[config.mk]
export PLATFORM = sky130hd
export DESIGN_NAME = mux_nto1_stream
export DESIGN_NICKNAME = d
export VERILOG_FILES = /design/src/rtl/mux_nto1_stream.sv
export SDC_FILE = /design/constraint.sdc
export NUM_CORES = 1
export LEC_CHECK = 0
export CAP_MARGIN = 20
export CORE_MARGIN = 2
export CORE_UTILIZATION = 35
export CTS_CLUSTER_DIAMETER = 200
export DETAILED_ROUTE_END_ITERATION = 8
export PLACE_DENSITY = 0.8
export SLEW_MARGIN = 20
export SYNTH_ARGS = -nofsm -noshare
export SYNTH_HDL_FRONTEND = slang
export SYNTH_SLANG_ARGS = --single-unit
[constraint.sdc]
create_clock -name clk_in -period 2.9 [get_ports clk_in]
set_input_delay 0.29 -clock clk_in [delete_from_list [all_inputs] [get_ports clk_in]]
set_output_delay 0.29 -clock clk_in [all_outputs]
set_load 0.01 [all_outputs]
[src/rtl/mux_nto1_stream.sv]
// N-channel valid/ready stream multiplexer with a registered output beat.
// MODE 0 uses a loaded select, MODE 1 round-robins among valid channels.
module mux_nto1_stream #(
  parameter int N_CH   = 4,
  parameter int DATA_W = 8,
  parameter int SEL_W  = 2,
  parameter int MODE   = 0
) (
  input  logic                     clk_in,
  input  logic                     rst_n_in,
  input  logic [N_CH*DATA_W-1:0]   data_in,
  input  logic [N_CH-1:0]          valid_in,
  output logic [N_CH-1:0]          ready_out,
  input  logic [SEL_W-1:0]         sel_in,
  input  logic                     sel_load_in,
  output logic [DATA_W-1:0]        data_out,
  output logic                     valid_out,
  input  logic                     ready_in,
  output logic [SEL_W-1:0]         cur_sel_out,
  output logic                     err_out
);

  logic [DATA_W-1:0] r_data;
  logic              r_valid;
  logic [SEL_W-1:0]  r_cur_sel;
  logic              r_err;

  logic              w_can_take;
  logic [N_CH-1:0]   w_hit;
  logic [DATA_W-1:0] w_sel_data;
  logic              w_sel_valid;
  logic              w_accept;
  logic              w_sel_ok;
  logic [2*N_CH-1:0] w_dbl;
  logic              w_found;
  logic [SEL_W-1:0]  w_next;
  int                w_idx;

  assign w_can_take = !r_valid || ready_in;

  for (genvar g = 0; g < N_CH; g++) begin : g_lane
    assign w_hit[g]     = (r_cur_sel == SEL_W'(g));
    assign ready_out[g] = rst_n_in && w_can_take && w_hit[g];
  end

  // one-hot select over lanes keeps every index inside N_CH
  always_comb begin
    w_sel_data  = '0;
    w_sel_valid = 1'b0;
    for (int i = 0; i < N_CH; i++) begin
      if (w_hit[i]) begin
        w_sel_data  = data_in[i*DATA_W +: DATA_W];
        w_sel_valid = valid_in[i];
      end
    end
  end

  assign w_accept = w_sel_valid && w_can_take;
  assign w_sel_ok = int'(sel_in) < N_CH;

  // bit j of the rotated vector is the valid of channel cur_sel+1+j (mod N_CH)
  assign w_dbl = {valid_in, valid_in} >> ((SEL_W+1)'(r_cur_sel) + (SEL_W+1)'(1));

  always_comb begin
    w_found = 1'b0;
    w_next  = r_cur_sel;
    w_idx   = 0;
    for (int j = N_CH - 1; j >= 0; j--) begin
      if (w_dbl[j]) begin
        w_found = 1'b1;
        w_idx   = int'(r_cur_sel) + 1 + j;
        if (w_idx >= N_CH) w_idx = w_idx - N_CH;
        w_next  = SEL_W'(w_idx);
      end
    end
  end

  always_ff @(posedge clk_in or negedge rst_n_in) begin
    if (!rst_n_in) begin
      r_data    <= '0;
      r_valid   <= 1'b0;
      r_cur_sel <= '0;
      r_err     <= 1'b0;
    end else begin
      if (w_accept) begin
        r_data  <= w_sel_data;
        r_valid <= 1'b1;
      end else if (ready_in) begin
        r_valid <= 1'b0;
      end
      if (MODE == 0) begin
        if (sel_load_in) begin
          if (w_sel_ok) r_cur_sel <= sel_in;
          else          r_err     <= 1'b1;
        end
      end else if ((w_accept || !w_sel_valid) && w_found) begin
        r_cur_sel <= w_next;
      end
    end
  end

  assign data_out    = r_data;
  assign valid_out   = r_valid;
  assign cur_sel_out = r_cur_sel;
  assign err_out     = r_err;

endmodule

# Word-level counts from Yosys, hierarchy flattened
# Cells that the tools add are included.
# classes
n_eq_ne,3
mux,10
n_reduce_logical,10
# op_table
operator,n
two-way mux 8 bit,4
logical AND 1 bit,6
two-way mux 1 bit,6
equality test 2 bit (second input constant),2
equality test 2 x 1 -> 1 bit (second input constant),1
logical NOT 2 bit,1
nonzero test 2 bit,1
logical NOT 1 bit,1
logical OR 1 bit,1
# word_totals
ff_bits,11
in_bits,42
output_inout_bits,16
word_cells,26

# Depth between registers and ports, before layout
# Gate-level depths: netlist of run 1.
# logic_depth
word_depth,7
mapped_depth,5
depth_no_buf,4

# Worst setup path before layout of run 1
# Ideal clock, no wire load.
# synth_timing
path_kind,register to register
start,"reg r_cur_sel[0], in the netlist cur_sel_out[0]"
end,"reg r_data[0], in the netlist data_out[0]"
setup_ns,0.125
arrival_time_ns,1.451
required_ns,2.775
slack_ns,1.324
path_stages_with_launch,4
n_path_buf,1
synth_period_minus_slack_ns,1.576
cell_sequence,dfrtp_1 > buf_6 > mux4_1 > mux2_4
# synth_via
elab_chain_len,6
elab_cells_between_ends,13
cone_classes,3 x eq/ne; 8 x mux; 2 x reduce/logical
# synth_rtl
item,line_no,rtl
"start, declared",25,logic [SEL_W-1:0] r_cur_sel;
"start signal, assigned",93,if (w_sel_ok) r_cur_sel <= sel_in;
"start signal, assigned",97,r_cur_sel <= w_next;
logical NOT 2 bit,42,assign w_hit[g] = (r_cur_sel == SEL_W'(g));
two-way mux 1 bit (4 in series),51,if (w_hit[i]) begin
logical AND 1 bit,58,assign w_accept = w_sel_valid && w_can_take;
"end signal, assigned",86,r_data <= w_sel_data;
"end, declared",23,logic [DATA_W-1:0] r_data;
# Parallel ways exist; a longest one is shown, timed or not.
# A chain may end at the register's enable or synchronous reset.

# Worst setup path after layout of run 1
# layout_timing
start,"reg r_cur_sel[0], in the netlist cur_sel_out[0]"
end,out ready_out[1]
# layout_via
elab_chain_len,2
# layout_rtl
item,line_no,rtl
equality test 2 x 1 -> 1 bit,42,
logical AND 1 bit,43,assign ready_out[g] = rst_n_in && w_can_take && w_hit[g];
"end, declared",13,"output logic [N_CH-1:0] ready_out,"
# Every way passes these cells.

==> results of run 1 <==
==> critical path, stage by stage, from the launching register on <==
cell and delay, ns:
dfrtp_1 0.75, inv_1 0.17, nor3_1 0.19, clkdlybuf4s50_1 0.56
==> cells in the final DEF, fill, tap and decap left out, types with 2 or more instances in the layout <==
master and instances:
clkbuf_4 3, o21ai_0 3, nand2_1 4, dfrtp_1 11
mux2_4 9, clkdlybuf4s50_1 56, inv_1 2, nor3_1 2
nor2_1 3, nand3_1 2, mux4_1 8
==> cells by family (layout without fill, tap and decap cells) <==
kind of cell / after synthesis / after routing / share of synthesized area (%)
and+or+nand+nor: 13 / 13 / 7.77
other: 1 / 1 / 0.495
muxes: 18 / 18 / 46.9
buffers and inverters: 6 / 63 / 5.45
DFF: 11 / 11 / 36.4
AOI/OAI and AO/OA: 4 / 4 / 2.97
==> state kept, by name, indices dropped and copies added (netlist names) <==
| name | cells |
|---|---|
| data_out | 8 |
| cur_sel_out | 2 |
| valid_out | 1 |
==> routing by layer <==
layer	global-route usage [%]	wire (um)	vias up	share of wire, %
li1	-	-	315	-
met2	28.5	1050	33	50
met3	3.27	123	2	5.9
met1	23.2	891	332	43
met5	0	0	-	0
met4	8.11	22	0	1.1
==> metrics by stage <==
step / worst slack [ns] / instances / area [um2] / util, %
after detailed placement: 0.713 / 133 / 1330 / 66.2
after floorplan: 1.32 / 53 / 757 / -
after global routing: 0.520 / 137 / 1350 / 67.5
final: 0.673 / 137 / 1350 / 67.5
after global placement: 0.792 / 133 / 1330 / 66.2
after CTS: 0.658 / 137 / 1350 / 67.5
==> power groups by stage <==
stage                     Sequential [mW]  Combinational, mW  Clock [mW]
after global placement              0.237              0.308           0
after detailed placement            0.239              0.311           0
final                               0.237              0.310       0.102
after CTS                           0.236              0.314       0.108
after floorplan                     0.250              0.129           0
after global routing                0.244              0.328       0.113
==> final cells by class <==
class                   instances  area [um2]  share of cell area [%]
inverters                       2        7.51                   0.556
clock buffers                   4        26.3                    1.94
well taps                      27        33.8                    2.50
multi-input cells              36         440                    32.6
flip-flops and latches         11         275                    20.4
repair buffers                 57         568                    42.0
==> final timing paths <==
check,startpoint,to,slack (ns),cells after the start
setup / recovery,cur_sel_out[0],ready_out[1],0.67,3
hold / removal,rst_n_in,data_out[3],0.33,2
setup reg to reg,cur_sel_out[0],data_out[4],0.74,4
hold reg to reg,data_out[1],data_out[1],0.51,1
max in group asynchronous,rst_n_in,data_out[6],2.42,2
min in group clk_in,data_out[1],data_out[1],0.51,1
==> out/results.ini, run 1 <==
[yosys]
synth-seq-cells=11
synth.distinct_cells=17
ys_warn_count=0
syn-num-nets=95
yosysMostFrequentCell=dfrtp_1
async_flop_share_pct=100
yosys.area.top_type=dfrtp_1
netlist_instances=53
netlist_area_um2=757
yosysSeqAreaShare_pct=36.4
synth-edff-count=0
synth_top_area_share_pct=36.4
synth_flop_cell=dfrtp_1
syn_area_per_cell_um2=14.3
synth_area_leaders=dfrtp_1, mux4_1, mux2_4
synthTopCellsByCount=dfrtp_1, mux2_4, mux4_1

[pwr]
power.internal_mw=0.471
p_leak_nw=0.573
seq_power_share_pct=36.5
fin_total_pwr_mw=0.649
combPwrFrac_pct=47.8
clkPwrFrac_pct=15.7
swShare_pct=27.4
p_switching_mw=0.177
ir_worst_vdd_v=0.000272
powerDensity_nw_per_um2=480

[clock_network]
clock_path_buffers=2
clk_latency_ns=0.26
ctsHoldBuffers=0
post_cts_resized=0
clock_sink_count=11
htree_levels=1
cts_tree=built
path_clk_slew_ns=0.07
post_cts.repair.setup_buffers=0
cts_root_buf=clkbuf_4
numCtsBuffers=3

[sta]
fin_crit_sh_pct=76.8
worst_slew_pin_slew_ns=0.639
hold_slack_ns=0.329
setup_violations=0
max-slew-margin-rel_pct=57.4
hold_viol=0
fin_skew_ns=0.00133
rsz0062_at_grt=false
slew_violations=0
finalCriticalPeriod_ns=2.23
tns_ns=0
fmax_mhz=449

[global_routing]
grt_util_all_layers_pct=17.7
grt_overflow_total=0
grt_max_degree=15
antenna_found_initial=0
grt_pass1_wl_mm=3.28
first_global_vias=668

[cells_and_area]
nNetsFinal=153
drive_gt1_share_pct=11.8
syn_to_final_growth_pct=78.5
antennaDiodeCount=0
n_fill_cell=154

[detailed_routing]
wl_per_cell_um=15.2
drt.antenna.violating_nets=0
vias=682
drc=0
drt_iter0_markers=10
wl_mm=2.08
drtPass1Iterations=3
viasPerCell=4.98

[hold_path]
hp-class=input pin to async pin

[floorplan]
rows=16
coreArea_um2=2000
io_pins=58
initial_core_util_pct=37.8
die-area_um2=2550
die_x_um=50.5
die-height_um=50.5

[worst_setup_path]
startpoint_type=flip-flop
cp.required_ns=2.61
cp_data_arrival_time_ns=1.94
worstSetupPathType=flip-flop to primary output
worstPathMaxFanout=14
cp-end-kind=primary output

[placed_design]
routabilityCongestion=0.729
numPortBuffers=56

[run]
cap_violations=0

[status]
outcome=finished, final reports clean

(Power assumes the default switching activity.)
==> run 2, diff against run 1 <==
--- a/config.mk
+++ b/config.mk
@@ -7,10 +7,10 @@
 export LEC_CHECK = 0
 export CAP_MARGIN = 20
 export CORE_MARGIN = 2
-export CORE_UTILIZATION = 35
+export CORE_UTILIZATION = 33
 export CTS_CLUSTER_DIAMETER = 200
 export DETAILED_ROUTE_END_ITERATION = 8
-export PLACE_DENSITY = 0.8
+export PLACE_DENSITY = 0.76
 export SLEW_MARGIN = 20
 export SYNTH_ARGS = -nofsm -noshare
 export SYNTH_HDL_FRONTEND = slang
==> constraint.sdc (replaced) <==
create_clock -name clk_in -period 2.3 [get_ports clk_in]
set_input_delay 0.23 -clock clk_in [delete_from_list [all_inputs] [get_ports clk_in]]
set_output_delay 0.23 -clock clk_in [all_outputs]
set_load 0.01 [all_outputs]
==> out/results.ini, run 2 (same netlist as run 1, synthesis figures left out) <==
[pwr]
ir_worst_vdd_v=0.000409  ; +50%
swShare_pct=26.3  ; -1.0 points
clkPwrFrac_pct=15.7  ; about the same
p_switching_mw=0.214  ; +20%
combPwrFrac_pct=48.0  ; +0.2 points
p_leak_nw=0.583  ; +1.7%
power.internal_mw=0.598  ; +27%
powerDensity_nw_per_um2=594  ; +24%
seq_power_share_pct=36.3  ; -0.2 points

[cells_and_area]
n_fill_cell=169  ; +9.7%
final_common_cell=clkdlybuf4s50_1
antennaDiodeCount=0  ; unchanged
nNetsFinal=155  ; +1.3%
largest_reg_flops=8  ; unchanged
syn_to_final_growth_pct=80.7
finish.utilization_pct=62.4  ; -5.1 points
final_cell_mix=clkdlybuf4s50_1, dfrtp_1, mux2_4, mux4_1, nand2_1
drive_gt1_share_pct=13.4  ; +1.6 points

[worst_setup_path]
r2r_slack_ns=0.47  ; -0.27 ns
endpoint=ready_out[1]
timing.rr.end=data_out[5]
reg2reg_depth=5  ; +1
startpoint=cur_sel_out[0]
cp_data_arrival_time_ns=1.78  ; -0.16 ns
worstSetupPathType=flip-flop to primary output
worstPathMaxFanout=11  ; -3
cp-end-kind=primary output
r2r-start=cur_sel_out[0]
startpoint_type=flip-flop
cp.required_ns=2.07  ; -0.54 ns

[sta]
setup_violations=0  ; unchanged
fmax_mhz=498
tns_ns=0  ; unchanged
fin_skew_ns=0.00392  ; +0.00259 ns
finalCriticalPeriod_ns=2.01
setup_ws_ns=0.292  ; -0.381 ns
rsz0062_at_grt=false
slew_violations=0  ; unchanged
hold_viol=0  ; unchanged
fin_crit_sh_pct=87.3

[floorplan]
io_pins=58  ; unchanged
die-height_um=51.9  ; +2.8%
die-area_um2=2690  ; +5.6%
die_x_um=51.9  ; +2.8%
initial_core_util_pct=34.6  ; -3.3 points
rows=17  ; +1
coreArea_um2=2190  ; +9.4%

[detailed_routing]
drc=0  ; unchanged
viasPerCell=4.68  ; -6.0%
wl_met1_um=794  ; -11%
drtPass1Iterations=4  ; +1
maxUsedRoutingLayer=met4
drt.antenna.violating_nets=0  ; unchanged
drt_iter0_markers=11  ; +1
met3_wirelength_um=137  ; +11%
met2_length_um=981  ; -6.1%
vias=655  ; -4.0%
wl_per_cell_um=13.8  ; -9.2%
wl_mm=1.93  ; -7.2%

[clock_network]
post_cts_resized=0  ; unchanged
clock_path_buffers=2  ; unchanged
cts_tree=built
clk_latency_ns=0.26  ; about the same
post_cts.repair.setup_buffers=0  ; unchanged
cts_root_buf=clkbuf_4
htree_levels=1  ; unchanged
ctsHoldBuffers=0  ; unchanged
clock_sink_count=11  ; unchanged
numCtsBuffers=3  ; unchanged
path_clk_slew_ns=0.07  ; about the same

[status]
outcome=finished, final reports clean

[placed_design]
hpwl_mm=1.59
routabilityCongestion=0.717  ; -1.8%
dp_slack_ns=0.406  ; -0.307 ns
numPortBuffers=56  ; unchanged

[global_routing]
grt_util_all_layers_pct=16.0  ; -1.8 points
first_global_vias=695  ; +4.0%
grt_overflow_total=0  ; unchanged
antenna_found_initial=0  ; unchanged
grt_max_degree=15  ; unchanged
grt_pass1_wl_mm=3.08  ; -6.1%

[hold_path]
hp-class=input pin to async pin

[run]
cap_violations=0  ; unchanged

[run 2: cell count changes in the layout (fill, tap and decap cells not counted)]
cell and delta:
buf_4 +2
[run 2: critical path, cell delays in order, from the launching register on]
cell and delay, ns:
dfrtp_1 0.63, inv_1 0.13, nor3_1 0.18, clkdlybuf4s50_1 0.57
[run 2: worst min-delay path by stage]
stage | startpoint | endpoint | slack [ns] | depth (start not counted)
global placement | data_out[1] | data_out[1] | 0.50 | 1
CTS | rst_n_in | valid_out | 0.35 | 2
floorplan | rst_n_in | cur_sel_out[0] | -0.07 | 0
finish | rst_n_in | cur_sel_out[0] | 0.35 | 2
global route | rst_n_in | valid_out | 0.36 | 2
detailed placement | data_out[5] | data_out[5] | 0.50 | 1
[run 2: final cells by class]
cell class                 instances  area (um2)  share of cell area (%)
inverter                           2        7.51                   0.549
clock buffer                       4        26.3                    1.92
multi-input combinational         36         440                    32.2
timing repair buffer              59         583                    42.6
tap                               28        35.0                    2.56
sequential                        11         275                    20.1
[run 2: through the flow]
| step | hold WS, ns | cells | power (mW) | cell area, um2 |
|---|---|---|---|---|
| global route | 0.361 | 140 | 0.863 | 1370 |
| detailed placement | 0.497 | 136 | 0.693 | 1340 |
| floorplan | -0.0656 | 53 | 0.479 | 757 |
| global placement | 0.496 | 136 | 0.686 | 1340 |
| finish | 0.352 | 140 | 0.812 | 1370 |
| CTS | 0.348 | 140 | 0.826 | 1370 |
[run 2: per-layer routing]
layer	vias to the layer above	track usage (%)
met5	-	0
li1	319	-
met4	0	7.89
met1	305	18.2
met3	2	4.02
met2	29	27.4
[run 2: power groups by stage]
stage               Combinational (mW)  Sequential (mW)  Clock (mW)
floorplan                        0.163            0.315           0
global placement                 0.389            0.297           0
detailed placement               0.395            0.298           0
CTS                              0.395            0.296       0.135
global route                     0.414            0.306       0.143
finish                           0.390            0.295       0.128
==> run 3, diff against run 2 <==
--- a/config.mk
+++ b/config.mk
@@ -8,7 +8,7 @@
 export CAP_MARGIN = 20
 export CORE_MARGIN = 2
 export CORE_UTILIZATION = 33
-export CTS_CLUSTER_DIAMETER = 200
+export CTS_CLUSTER_DIAMETER = 80
 export DETAILED_ROUTE_END_ITERATION = 8
 export PLACE_DENSITY = 0.76
 export SLEW_MARGIN = 20
==> results of run 3 <==
Final layout, timing and power as in run 2 (identical DEF).
==> RTL change 1, RTL diff (settings of run 1) <==
Set the parameter `N_CH` to 3 (it was 4).
--- a/src/rtl/mux_nto1_stream.sv
+++ b/src/rtl/mux_nto1_stream.sv
@@ -1,7 +1,7 @@
 // N-channel valid/ready stream multiplexer with a registered output beat.
 // MODE 0 uses a loaded select, MODE 1 round-robins among valid channels.
 module mux_nto1_stream #(
-  parameter int N_CH   = 4,
+  parameter int N_CH   = 3,
   parameter int DATA_W = 8,
   parameter int SEL_W  = 2,
   parameter int MODE   = 0
Ports: changed (resized data_in, ready_out and valid_in); port bits go from 58 to 48. No check against the original RTL was run, so the function may have changed too.
==> RTL change 1 against run 1 <==
  * Total power up 6.9%
  * Register-to-register slack better by 340 ps
  * Cell area down 9.0%
  * Sequential cell count up 1
  * Worst hold slack worse by 19 ps
  * Clock skew up 2.0 ps
  * Synthesized cell count up 26%
  * Core utilization down 3.5 points
  * Wire length down 11%
  * Clock power up 34%
  * Setup slack better by 78 ps
  * Die area down 7.9%
  * Combinational power about the same
  * Area after synthesis down 8.6%
  * Critical path type is now input port to output port
  * Highest routed layer unchanged
==> RTL change 1: results (changes against run 1) <==
[critical_path]
r2r_setup_slack_ps = 1080  ; was 740 ps
r2r-start = cur_sel_out[1]$_DFFE_PN0P_  ; was cur_sel_out[0]$_DFFE_PN0P_
rr_endpoint = data_out[2]$_DFFE_PN0P_  ; was data_out[4]$_DFFE_PN0P_
cp-startpoint = ready_in  ; was cur_sel_out[0]$_DFFE_PN0P_
cp.arrival_ps = 1860  ; was 1940 ps
start_kind = input port  ; was flip-flop
cp_max_fo = 3  ; was 14

[timing]
worst_pin_slew_ps = 432.0  ; was 638.9 ps
finalClockSkew_ps = 3.316  ; was 1.333 ps
hold_ws_ps = 310.0  ; was 329.2 ps
min_period_over_period_pct = 74.09  ; was 76.80%

[power_and_ir_drop]
p_seq_w = 0.000248  ; was 0.000237 W
power_leakage_nw = 0.4990  ; was 0.5731 nW
p_int_w = 0.0004920  ; was 0.0004713 W
irDropWorstVdd_v = 0.0002968  ; was 0.0002724 V
clockPowerShare_pct = 19.8  ; was 15.7%
finalPower_w = 0.0006937  ; was 0.0006487 W

[final_layout]
num-multi-input-gates = 51  ; was 36
clockNetworkAreaShare_pct = 2.950  ; was 1.944%
layout.nets = 151  ; was 153
n_all_inverters = 0  ; was 2
syn_to_final_growth_pct = 77.76  ; was 78.51%
fillers = 167  ; was 154
drive_gt1_share_pct = 14.53  ; was 11.82%
final-nonclk-buf-share_pct = 40.08  ; was 42.04%
seq_share_pct = 24.42  ; was 20.37%
nNonClkBuffers = 50  ; was 57
multi_input_area_share_pct = 29.81  ; was 32.59%
regArea_sq_um = 300.3  ; was 275.3 sq um

[global_route]
met2_usage_pct = 30.79  ; was 28.51%
grt_pass1_vias = 704  ; was 668
grt_pass1_wl_mm = 3.139  ; was 3.277 mm
grt_util_met3_pct = 2.469  ; was 3.274%
grt_use_total_pct = 17.56  ; was 17.74%
met1_usage_pct = 20.51  ; was 23.18%
grt_max_degree = 17  ; was 15

[placed_design]
io_buffers = 47  ; was 56
place_ws_ps = 747.2  ; was 712.8 ps
place_area_sq_mm = 0.001194  ; was 0.001325 sq mm
gp_congestion = 0.7629  ; was 0.7294
dp.cells = 140  ; was 133

[routing]
wirelength_mm = 1.849  ; was 2.083 mm
drt_iter0_markers = 9  ; was 10
dr.pass1.iters = 2  ; was 3
num_vias = 665  ; was 682
viasPerCell = 4.618  ; was 4.978

[run_status]
status = finished clean  ; unchanged

[synth]
syn_nets = 100  ; was 95
ys_seq_elements = 12  ; was 11
synth_common_cells = dfrtp_1, nand2_1, mux2i_1  ; was dfrtp_1, mux2_4, mux4_1
netlist_instances = 67  ; was 53
synth_fa_ha_area_share_pct = 0  ; unchanged
netlist_top_cells_area = dfrtp_1, mux2i_1, mux2_2  ; was dfrtp_1, mux4_1, mux2_4
async_flop_share_pct = 100.0  ; unchanged
synth_compound_area_share_pct = 11.21  ; was 2.975%
synth_cell_types = 16  ; was 17
ys_seq_area_share_pct = 43.40  ; was 36.36%
synth_mux_area_share_pct = 26.04  ; was 46.94%

==> RTL change 1: cell types whose count changed after synthesis, sizes merged, moves of 2 or more <==
cell,change
nor3b,+2
nor2b,+4
mux2i,+8
nand3,-2
nand2,+6
inv,-2
o21ai,+5
mux4,-8
==> RTL change 1: layer usage <==
| layer | routed length (microns) | up-vias |
|---|---|---|
| met5 | 0 | - |
| met4 | 31 | 0 |
| met3 | 89 | 4 |
| met2 | 973 | 22 |
| met1 | 755 | 305 |
| li1 | - | 334 |
==> RTL change 1: critical path, stage by stage <==
cell	delay [ps]
clkdlybuf4s50_1	470
nand2b_1	200
nand2_1	120
nor3b_1	210
clkdlybuf4s50_1	570
==> RTL change 1: kinds of logic after synthesis <==
kind of cell           count (synthesis)
AND/OR/NAND/NOR                       23
multiplexers                          17
flip-flops                            12
AO/OA/AOI/OAI                         11
buffers and inverters                  4
==> RTL change 2, RTL diff (settings of run 1) <==
Without the edit above. Make the reset (`rst_n_in`) synchronous in one clocked block.
--- a/src/rtl/mux_nto1_stream.sv
+++ b/src/rtl/mux_nto1_stream.sv
@@ -75,7 +75,7 @@
     end
   end
 
-  always_ff @(posedge clk_in or negedge rst_n_in) begin
+  always_ff @(posedge clk_in) begin
     if (!rst_n_in) begin
       r_data    <= '0;
       r_valid   <= 1'b0;
Function: differs if rst_n_in is asserted again (counterexample within 4 cycles, from zero or initial values and one cycle with rst_n_in low); with rst_n_in held inactive, the same outputs for 10 cycles.
==> RTL change 2 against run 1 <==
  * Critical path depth unchanged
  * Area after synthesis up 0.33%
  * Final cell count up 13%
  * Synthesized cell count up 42%
  * Combinational power down 46%
  * Cell area down 1.9%
  * First-iteration DRC count down 10%
  * Wire length up 10%
  * Total power down 31%
  * Via count up 13%
  * Die area up 0.30%
  * Setup slack better by 36 ps
  * Sequential cell count unchanged
  * Global-route usage up 1.0 points
==> RTL change 2: results (changes against run 1) <==
[synth]
netlist_instances = 75  ; was 53
synth_common_cells = dfxtp_1, nand3_1, a21boi_1, mux4_2, o21ai_1  ; was dfrtp_1, mux2_4, mux4_1
ys_seq_area_share_pct = 29.00  ; was 36.36%
syn_nets = 117  ; was 95
synth_cell_types = 23  ; was 17
async_flop_share_pct = 0  ; was 100.0%
netlist_top_cells_area = dfxtp_1, mux4_2, a21boi_1  ; was dfrtp_1, mux4_1, mux2_4
yosys_warnings = 0  ; unchanged

[routing]
num_vias = 774  ; was 682
drt_iter0_markers = 9  ; was 10
wl_per_cell_microns = 14.80  ; was 15.20 microns
dr.pass1.iters = 4  ; was 3
route.met3.wl_microns = 173  ; was 123 microns
dr_wl_met2_mm = 1.107  ; was 1.045 mm
drt-met1-wl_mm = 1.000  ; was 891 microns

[critical_path]
cp.arrival_ps = 1900  ; was 1940 ps
cp-startpoint = cur_sel_out[1]$_SDFFE_PN0P_  ; was cur_sel_out[0]$_DFFE_PN0P_
rr_endpoint = data_out[4]$_SDFFE_PN0P_  ; was data_out[4]$_DFFE_PN0P_
worstSetupEndpoint = ready_out[3]  ; was ready_out[1]
r2r-start = cur_sel_out[0]$_SDFFE_PN0P_  ; was cur_sel_out[0]$_DFFE_PN0P_
cp_max_fo = 18  ; was 14
r2r_setup_slack_ps = 1170  ; was 740 ps

[global_route]
met1_usage_pct = 21.36  ; was 23.18%
grt_use_total_pct = 18.76  ; was 17.74%
met2_usage_pct = 31.80  ; was 28.51%
grt_pass1_vias = 811  ; was 668
grt_util_met3_pct = 5.655  ; was 3.274%

[power_and_ir_drop]
pwr-share-seq_pct = 39.9  ; was 36.5%
power_leakage_nw = 0.4678  ; was 0.5731 nW
p_int_w = 0.0003293  ; was 0.0004713 W
irDropWorstVdd_v = 0.0002174  ; was 0.0002724 V
p_sw_share_pct = 26.69  ; was 27.35%
p_clk_w = 0.000104

[final_layout]
final-nonclk-buf-share_pct = 42.87  ; was 42.04%
fin_cells = 155  ; was 137
fillers = 166  ; was 154
clockNetworkAreaShare_pct = 1.983  ; was 1.944%
regArea_sq_um = 220.2  ; was 275.3 sq um
num-multi-input-gates = 54  ; was 36
drive_gt1_share_pct = 11.72  ; was 11.82%

[placed_design]
dp.cells = 151  ; was 133
gp_congestion = 0.7369  ; was 0.7294

[timing]
hold_ws_ps = 470.0  ; was 329.2 ps
finalClockSkew_ps = 0.8995  ; was 1.333 ps

[worst_hold_path]
hp-class = flip-flop to flip-flop  ; was input port to async pin

[run_status]
status = finished clean  ; unchanged

==> RTL change 2: cell types whose count changed after synthesis, sizes merged, moves of 2 or more <==
cell           run 1  this run
buf                4         7
o21ai              3         8
mux2i              1         3
a21boi             0         8
nor2b              0         3
nand2              4         1
mux2               9         1
nand3              2        10
dfxtp              0        11
dfrtp             11         0
==> RTL change 2: cells by family (layout without fill, tap and decap cells) <==
group / Yosys count / after routing / share of synthesized area [%]
AOI/OAI and AO/OA: 18 / 18 / 14.83
buffers and inverters: 10 / 63 / 9.225
DFF: 11 / 11 / 28.99
muxes: 12 / 12 / 29.65
other: 1 / 1 / 0.4938
and+or+nand+nor: 23 / 23 / 16.80
==> RTL change 2: metrics by stage <==
stage	worst slack [ps]	utilization [%]
floorplan	1494	-
global placement	789.6	64.88
detailed placement	761.0	64.88
CTS	680.0	66.19
global route	546.9	66.19
finish	709.0	66.19
==> RTL change 2: worst max-delay path: stages, from the launching register on <==
cell and delay (ps):
dfxtp_1 750, nand3_1 190, nor2_1 140, clkdlybuf4s50_1 550
